--- config.mk ---
export PLATFORM = sky130hd
export DESIGN_NAME = cw305_usb_bus_master
export DESIGN_NICKNAME = d
export VERILOG_FILES = /design/src/rtl/cw305_usb_bus_master.sv
export SDC_FILE = /design/constraint.sdc
export NUM_CORES = 1
export LEC_CHECK = 0
export CAP_MARGIN = 0
export CORE_ASPECT_RATIO = 1.1
export CORE_MARGIN = 2
export CORE_UTILIZATION = 46
export CTS_BUF_LIST = sky130_fd_sc_hd__clkbuf_8
export CTS_CLUSTER_DIAMETER = 50
export DETAILED_ROUTE_END_ITERATION = 8
export PLACE_DENSITY_LB_ADDON = 0.2
export SKIP_LAST_GASP = 1
export SLEW_MARGIN = 20
export SYNTH_ARGS = -nofsm -noshare
export SYNTH_HDL_FRONTEND = slang
export SYNTH_SLANG_ARGS = --single-unit
export TNS_END_PERCENT = 20
--- constraint.sdc ---
create_clock -name usb_clk -period 2.36 [get_ports usb_clk]
set_clock_uncertainty 0.15 [all_clocks]
set_input_delay 0.59 -clock usb_clk [delete_from_list [all_inputs] [get_ports usb_clk]]
set_output_delay 0.59 -clock usb_clk [all_outputs]
set_load 0.02 [all_outputs]
--- src/rtl/cw305_usb_bus_master.sv ---
// ---------------------------------------------------------------------------
// cw305_usb_bus_master
//
// Initiator for the CW305 parallel USB register bus. A command describes a
// read or write burst; each byte becomes one bus cycle of the form
// SETUP (cen low, address valid) -> STROBE (rdn or wrn low) -> HOLD
// (strobes high, cen low) -> GAP (cen high). Setup/strobe/hold lengths are
// parameters so that slow or marginal host timing can be reproduced.
//
// Optional build macro: USB_BUS_MASTER_STATS_EN adds saturating byte
// counters (stat_wr_bytes, stat_rd_bytes) and a synchronous stat_clear.
//
// Ports:
//   usb_clk, resetn        clock, asynchronous active-low reset
//   cmd_*                  burst command (valid/ready, write, addr, len-1)
//   wr_data/wr_valid/
//   wr_ready               write byte source; wr_ready pulses on acceptance
//   rd_data/rd_valid       read byte sink; rd_valid pulses once per byte
//   busy                   high whenever a burst is in progress
//   usb_addr/usb_dout/
//   usb_drive/usb_din      bus address, write data + output enable, read data
//   usb_cen/usb_rdn/usb_wrn active-low chip enable and strobes
// ---------------------------------------------------------------------------
module cw305_usb_bus_master #(
   parameter int pADDR_WIDTH   = 21,
   parameter int pBYTECNT_SIZE = 7,
   parameter int pSETUP        = 1,
   parameter int pSTROBE       = 2,
   parameter int pHOLD         = 1
) (
   input  logic                     usb_clk,
   input  logic                     resetn,
   input  logic                     cmd_valid,
   output logic                     cmd_ready,
   input  logic                     cmd_write,
   input  logic [pADDR_WIDTH-1:0]   cmd_addr,
   input  logic [pBYTECNT_SIZE-1:0] cmd_len,
   input  logic [7:0]               wr_data,
   input  logic                     wr_valid,
   output logic                     wr_ready,
   output logic [7:0]               rd_data,
   output logic                     rd_valid,
   output logic                     busy,
`ifdef USB_BUS_MASTER_STATS_EN
   input  logic                     stat_clear,
   output logic [15:0]              stat_wr_bytes,
   output logic [15:0]              stat_rd_bytes,
`endif
   output logic [pADDR_WIDTH-1:0]   usb_addr,
   output logic [7:0]               usb_dout,
   output logic                     usb_drive,
   input  logic [7:0]               usb_din,
   output logic                     usb_cen,
   output logic                     usb_rdn,
   output logic                     usb_wrn
);

   typedef enum logic [2:0] {
      S_IDLE, S_WDATA, S_SETUP, S_STROBE, S_HOLD, S_GAP
   } state_t;

   localparam logic [3:0] SETUP_LAST  = 4'(pSETUP - 1);
   localparam logic [3:0] STROBE_LAST = 4'(pSTROBE - 1);
   localparam logic [3:0] HOLD_LAST   = 4'(pHOLD - 1);

   state_t                   state_reg, state_next;
   logic [3:0]               phase_reg, phase_next;
   logic [pBYTECNT_SIZE-1:0] remaining_reg, remaining_next;
   logic [pADDR_WIDTH-1:0]   cur_addr_reg, cur_addr_next;
   logic                     write_reg, write_next;
   logic [pBYTECNT_SIZE-1:0] bytecnt_inc;

   logic [pADDR_WIDTH-1:0]   usb_addr_next;
   logic [7:0]               usb_dout_next, rd_data_next;
   logic                     usb_drive_next, usb_cen_next, usb_rdn_next, usb_wrn_next;
   logic                     rd_valid_next, wr_ready_next, busy_next, cmd_ready_next;
   logic                     bus_active;

   // Byte counter wraps inside the low address field; upper bits are fixed.
   assign bytecnt_inc = cur_addr_reg[pBYTECNT_SIZE-1:0] + 1'b1;

   // ---------------- state register + registered outputs -----------------
   always_ff @(posedge usb_clk or negedge resetn) begin
      if (!resetn) begin
         state_reg     <= S_IDLE;
         phase_reg     <= '0;
         remaining_reg <= '0;
         cur_addr_reg  <= '0;
         write_reg     <= 1'b0;
         usb_addr      <= '0;
         usb_dout      <= '0;
         usb_drive     <= 1'b0;
         usb_cen       <= 1'b1;
         usb_rdn       <= 1'b1;
         usb_wrn       <= 1'b1;
         rd_data       <= '0;
         rd_valid      <= 1'b0;
         wr_ready      <= 1'b0;
         busy          <= 1'b0;
         cmd_ready     <= 1'b1;
      end else begin
         state_reg     <= state_next;
         phase_reg     <= phase_next;
         remaining_reg <= remaining_next;
         cur_addr_reg  <= cur_addr_next;
         write_reg     <= write_next;
         usb_addr      <= usb_addr_next;
         usb_dout      <= usb_dout_next;
         usb_drive     <= usb_drive_next;
         usb_cen       <= usb_cen_next;
         usb_rdn       <= usb_rdn_next;
         usb_wrn       <= usb_wrn_next;
         rd_data       <= rd_data_next;
         rd_valid      <= rd_valid_next;
         wr_ready      <= wr_ready_next;
         busy          <= busy_next;
         cmd_ready     <= cmd_ready_next;
      end
   end

   // ---------------- next-state logic ------------------------------------
   always_comb begin
      state_next     = state_reg;
      phase_next     = phase_reg;
      remaining_next = remaining_reg;
      cur_addr_next  = cur_addr_reg;
      write_next     = write_reg;
      case (state_reg)
         S_IDLE: begin
            if (cmd_valid && cmd_ready) begin
               write_next     = cmd_write;
               cur_addr_next  = cmd_addr;
               remaining_next = cmd_len;
               phase_next     = '0;
               state_next     = cmd_write ? S_WDATA : S_SETUP;
            end
         end
         S_WDATA: begin
            if (wr_valid) begin
               phase_next = '0;
               state_next = S_SETUP;
            end
         end
         S_SETUP: begin
            if (phase_reg == SETUP_LAST) begin
               phase_next = '0;
               state_next = S_STROBE;
            end else begin
               phase_next = phase_reg + 4'd1;
            end
         end
         S_STROBE: begin
            if (phase_reg == STROBE_LAST) begin
               phase_next = '0;
               state_next = S_HOLD;
            end else begin
               phase_next = phase_reg + 4'd1;
            end
         end
         S_HOLD: begin
            if (phase_reg == HOLD_LAST) begin
               phase_next = '0;
               state_next = S_GAP;
            end else begin
               phase_next = phase_reg + 4'd1;
            end
         end
         S_GAP: begin
            if (remaining_reg == '0) begin
               state_next = S_IDLE;
            end else begin
               remaining_next = remaining_reg - 1'b1;
               cur_addr_next  = {cur_addr_reg[pADDR_WIDTH-1:pBYTECNT_SIZE], bytecnt_inc};
               phase_next     = '0;
               state_next     = write_reg ? S_WDATA : S_SETUP;
            end
         end
         default: state_next = S_IDLE;
      endcase
   end

   // ---------------- output logic (values for the next cycle) -----------
   // Outputs are derived from the state being entered so that every bus pin
   // comes straight from a flop.
   always_comb begin
      bus_active     = (state_next == S_SETUP) || (state_next == S_STROBE) ||
                       (state_next == S_HOLD);
      usb_addr_next  = (state_next == S_SETUP) ? cur_addr_next : usb_addr;
      usb_dout_next  = ((state_reg == S_WDATA) && wr_valid) ? wr_data : usb_dout;
      wr_ready_next  = (state_reg == S_WDATA) && wr_valid;
      usb_cen_next   = !bus_active;
      usb_drive_next = bus_active && write_next;
      usb_wrn_next   = !((state_next == S_STROBE) && write_next);
      usb_rdn_next   = !((state_next == S_STROBE) && !write_next);
      // usb_din is sampled on the edge that closes the final strobe cycle.
      rd_valid_next  = (state_reg == S_STROBE) && (state_next == S_HOLD) && !write_reg;
      rd_data_next   = rd_valid_next ? usb_din : rd_data;
      busy_next      = (state_next != S_IDLE);
      cmd_ready_next = (state_next == S_IDLE);
   end

`ifdef USB_BUS_MASTER_STATS_EN
   // Byte counters advance in GAP, i.e. once per completed byte.
   always_ff @(posedge usb_clk or negedge resetn) begin
      if (!resetn) begin
         stat_wr_bytes <= '0;
         stat_rd_bytes <= '0;
      end else if (stat_clear) begin
         stat_wr_bytes <= '0;
         stat_rd_bytes <= '0;
      end else if (state_reg == S_GAP) begin
         if (write_reg) begin
            if (stat_wr_bytes != 16'hFFFF) stat_wr_bytes <= stat_wr_bytes + 16'd1;
         end else begin
            if (stat_rd_bytes != 16'hFFFF) stat_rd_bytes <= stat_rd_bytes + 16'd1;
         end
      end
   end
`endif

endmodule

==> metrics.txt <==
Synth top area share=52.1%; crit-path leading delay family=simple AND/OR/NAND/NOR gates; Max Cap Viol=0; Slew Limit Fails=0; Multi-input gate area=0.00155 mm2; Worst setup SP type=flop; clk root buf=clkbuf_8; clk buf depth=2; Detail Placement HPWL=around 5600 um; detail-routed via count per cell=approximately 5.0; CTS H-tree lvls=3; P_leak=2.33 nW; Synth Instances=311; fmax=437 MHz; hold slack=between 8 and 9 ps; largest fanout on the critical path=12; Layout fillers=between 600 and 700; peak supply drop=around 0.00086 V; mean post-synth cell area=11.9 um2; TritonCTS clock tree=yes; fraction of layout cells with a size suffix above 1=between 20% and 30%; count of cell types in the netlist=between 50 and 60; clk sinks=81; post-CTS setup buffers=0; ANT cells=0; core area=around 0.0079 mm2; Die Wd=between 80 and 90 um; Main synth FF type=dfrtp_1; starting density of the core=47.0%; vias after detailed routing=around 2.7k; Reg-to-Reg Start=phase_reg[1]; largest area contributor in the netlist=dfrtp_1; number of buffers added on ports=93; Area growth, synth to finish=38.1%; CP Capture Type=flop; Reg2Reg Depth=8; vias in the first global route=between 2k and 3k; final instance area=just over 0.005 mm2; fin util=about 65%; clk slew on worst S/H paths=about 90 ps; Ports=94; WL final=7640 um; final setup vio count=0; period utilisation layout=96.9%; status=completed; Post-CTS Resized=0; critical-path cell list=inv_1, ha_1, or3b_4, o211ai_4, o2111ai_4, nor2_8, buf_12, mux2_4; die area=roughly 0.0088 mm2; First-pass DRT Iterations=5; Async SR Flop Fraction=between 90% and 100%; power density cells=between 1000 and 1500 mW/mm2; NumNets Final=between 400 and 500; required time of the worst setup path=~2400 ps; register area share after synthesis=between 50% and 60%; Slew Limit Headroom=69.4%; class of the most critical hold timing path=primary input to async pin; Post-Syn Area=roughly 0.0037 mm2; r2r setup slk=about 70 ps; Synth Register Bits=~80; Final TNS setup=0 ps; routed length per instance=between 10 and 15 um; Post-synth top cells=dfrtp_1 (77), nand2_1 (56), mux2_4 (20), mux2_2 (17); crit path from=phase_reg[1]; WS Path Type=flop to flop; Reg area=a little over 0.002 mm2; first-pass GRT wire length=~13,000 um; RR Endpoint=usb_addr[10]; DRC viols=0; RSZ-0062 raised after global routing=true; placer congestion estimate=about 0.85; CTS Buf Count=9; post-route ant nets=0; GRT Util Overall=about a fifth; hold_buf cts=0; crit-path max cell delay=roughly 400 ps; global route overflow=0; DIE HEIGHT=about 98 um; EDFF count, synth=0; largest net degree at the start of global routing=34; synth top area cells=dfrtp_1 (52%), mux2_4 (8.1%), nand2_1 (5.7%), mux2_2 (5.2%), dfstp_2 (2.8%); initial antenna violation count=0; WP data arrival=approximately 2400 ps; Final Hold Fails=0; Yosys Warn Count=0; placed inst area=0.00491 mm2; Placement Rows=34; Slew @ Worst Pin=453 ps; critical-path cell with the highest stage delay=or3b_4; DRT iter0 DRCs=roughly 120; Clock Latency Late Sink=about 350 ps; min cycle time layout=roughly 2300 ps; syn nets=approximately 370; most common cell in the netlist=dfrtp_1; number of buffers and inverters on the critical path=2
-- cell type report --
type,count,area share (%)
flip-flops and latches,81,39.8
inverters,13,0.955
well taps,108,2.64
clock buffers,10,2.69
repair buffers,119,22.7
multi-input cells,205,30.3
clock inverters,6,0.955
-- per-layer routing --
layer  wire length [um]  GRT usage, %  vias to the layer above  share of wire [%]
met4                129          6.31                        0                1.7
met1               3520          25.7                     1316                 46
met3                478          5.75                       12                6.3
li1                   -             -                     1315                  -
met2               3520          28.4                       88                 46
met5                  0             0                        -                  0
-- cell families (layout without fill, tap and decap cells) --
logic type	count (synthesis)	in the layout	synth area share [%]
xor gates and xnor gates	3	3	0.710
DFF	81	81	54.9
AOI/OAI and AO/OA	50	50	9.97
adders and majority gates	5	5	1.69
buffers and inverters	25	148	3.72
and+or+nand+nor	106	106	14.6
muxes	41	41	14.4
-- layout by cell type, fill, tap and decap left out, types with 3 or more instances in the layout --
cell type and instances:
a21o_1 4, a21oi_1 10, a22o_1 3, buf_12 3, buf_4 24, clkbuf_8 10
clkdlybuf4s50_1 92, dfrtp_1 77, dfstp_2 4, ha_1 5, inv_1 12, mux2_2 17
mux2_4 20, mux2i_1 3, nand2_1 56, nand3_1 7, nor2_1 12, nor2b_1 4
nor3_1 4, nor3b_1 3, o211ai_1 3, o21ai_0 12, or3_1 3
-- worst max path at each step --
stage                               to  slack (ps)  depth (start not counted)
after floorplan            usb_addr[0]          80                          8
after detailed placement   usb_addr[3]        -160                          7
after CTS                  usb_addr[6]          30                          8
after global routing       usb_addr[4]         -30                          8
final                     usb_addr[10]          70                          8
after global placement     usb_addr[2]        -140                          7
-- where the power goes --
group | leakage, nW | total, mW | internal (mW) | switching (mW)
Clock | 0.0912 | 0.958 | 0.424 | 0.534
Combinational | 1.24 | 3.83 | 2.10 | 1.73
Sequential | 1.00 | 2.47 | 2.04 | 0.425
-- through the flow --
step                total power [mW]  instances  setup slack, ps
finish                          7.26        542             72.1
CTS                             7.31        542             33.7
global route                    7.77        542            -29.8
detailed placement              6.33        526             -164
floorplan                       4.92        311             78.8
global placement                6.23        526             -143
-- worst reg2reg max path, delay by kind of cell (launching register included) --
| kind | cells | cell delay [ps] |
|---|---|---|
| DFF | 1 | 390 |
| and+or+nand+nor | 2 | 550 |
| AOI/OAI and AO/OA | 2 | 380 |
| adders and majority gates | 1 | 150 |
| muxes | 1 | 300 |
| buffers and inverters | 2 | 240 |
(Power assumes the default switching activity.)
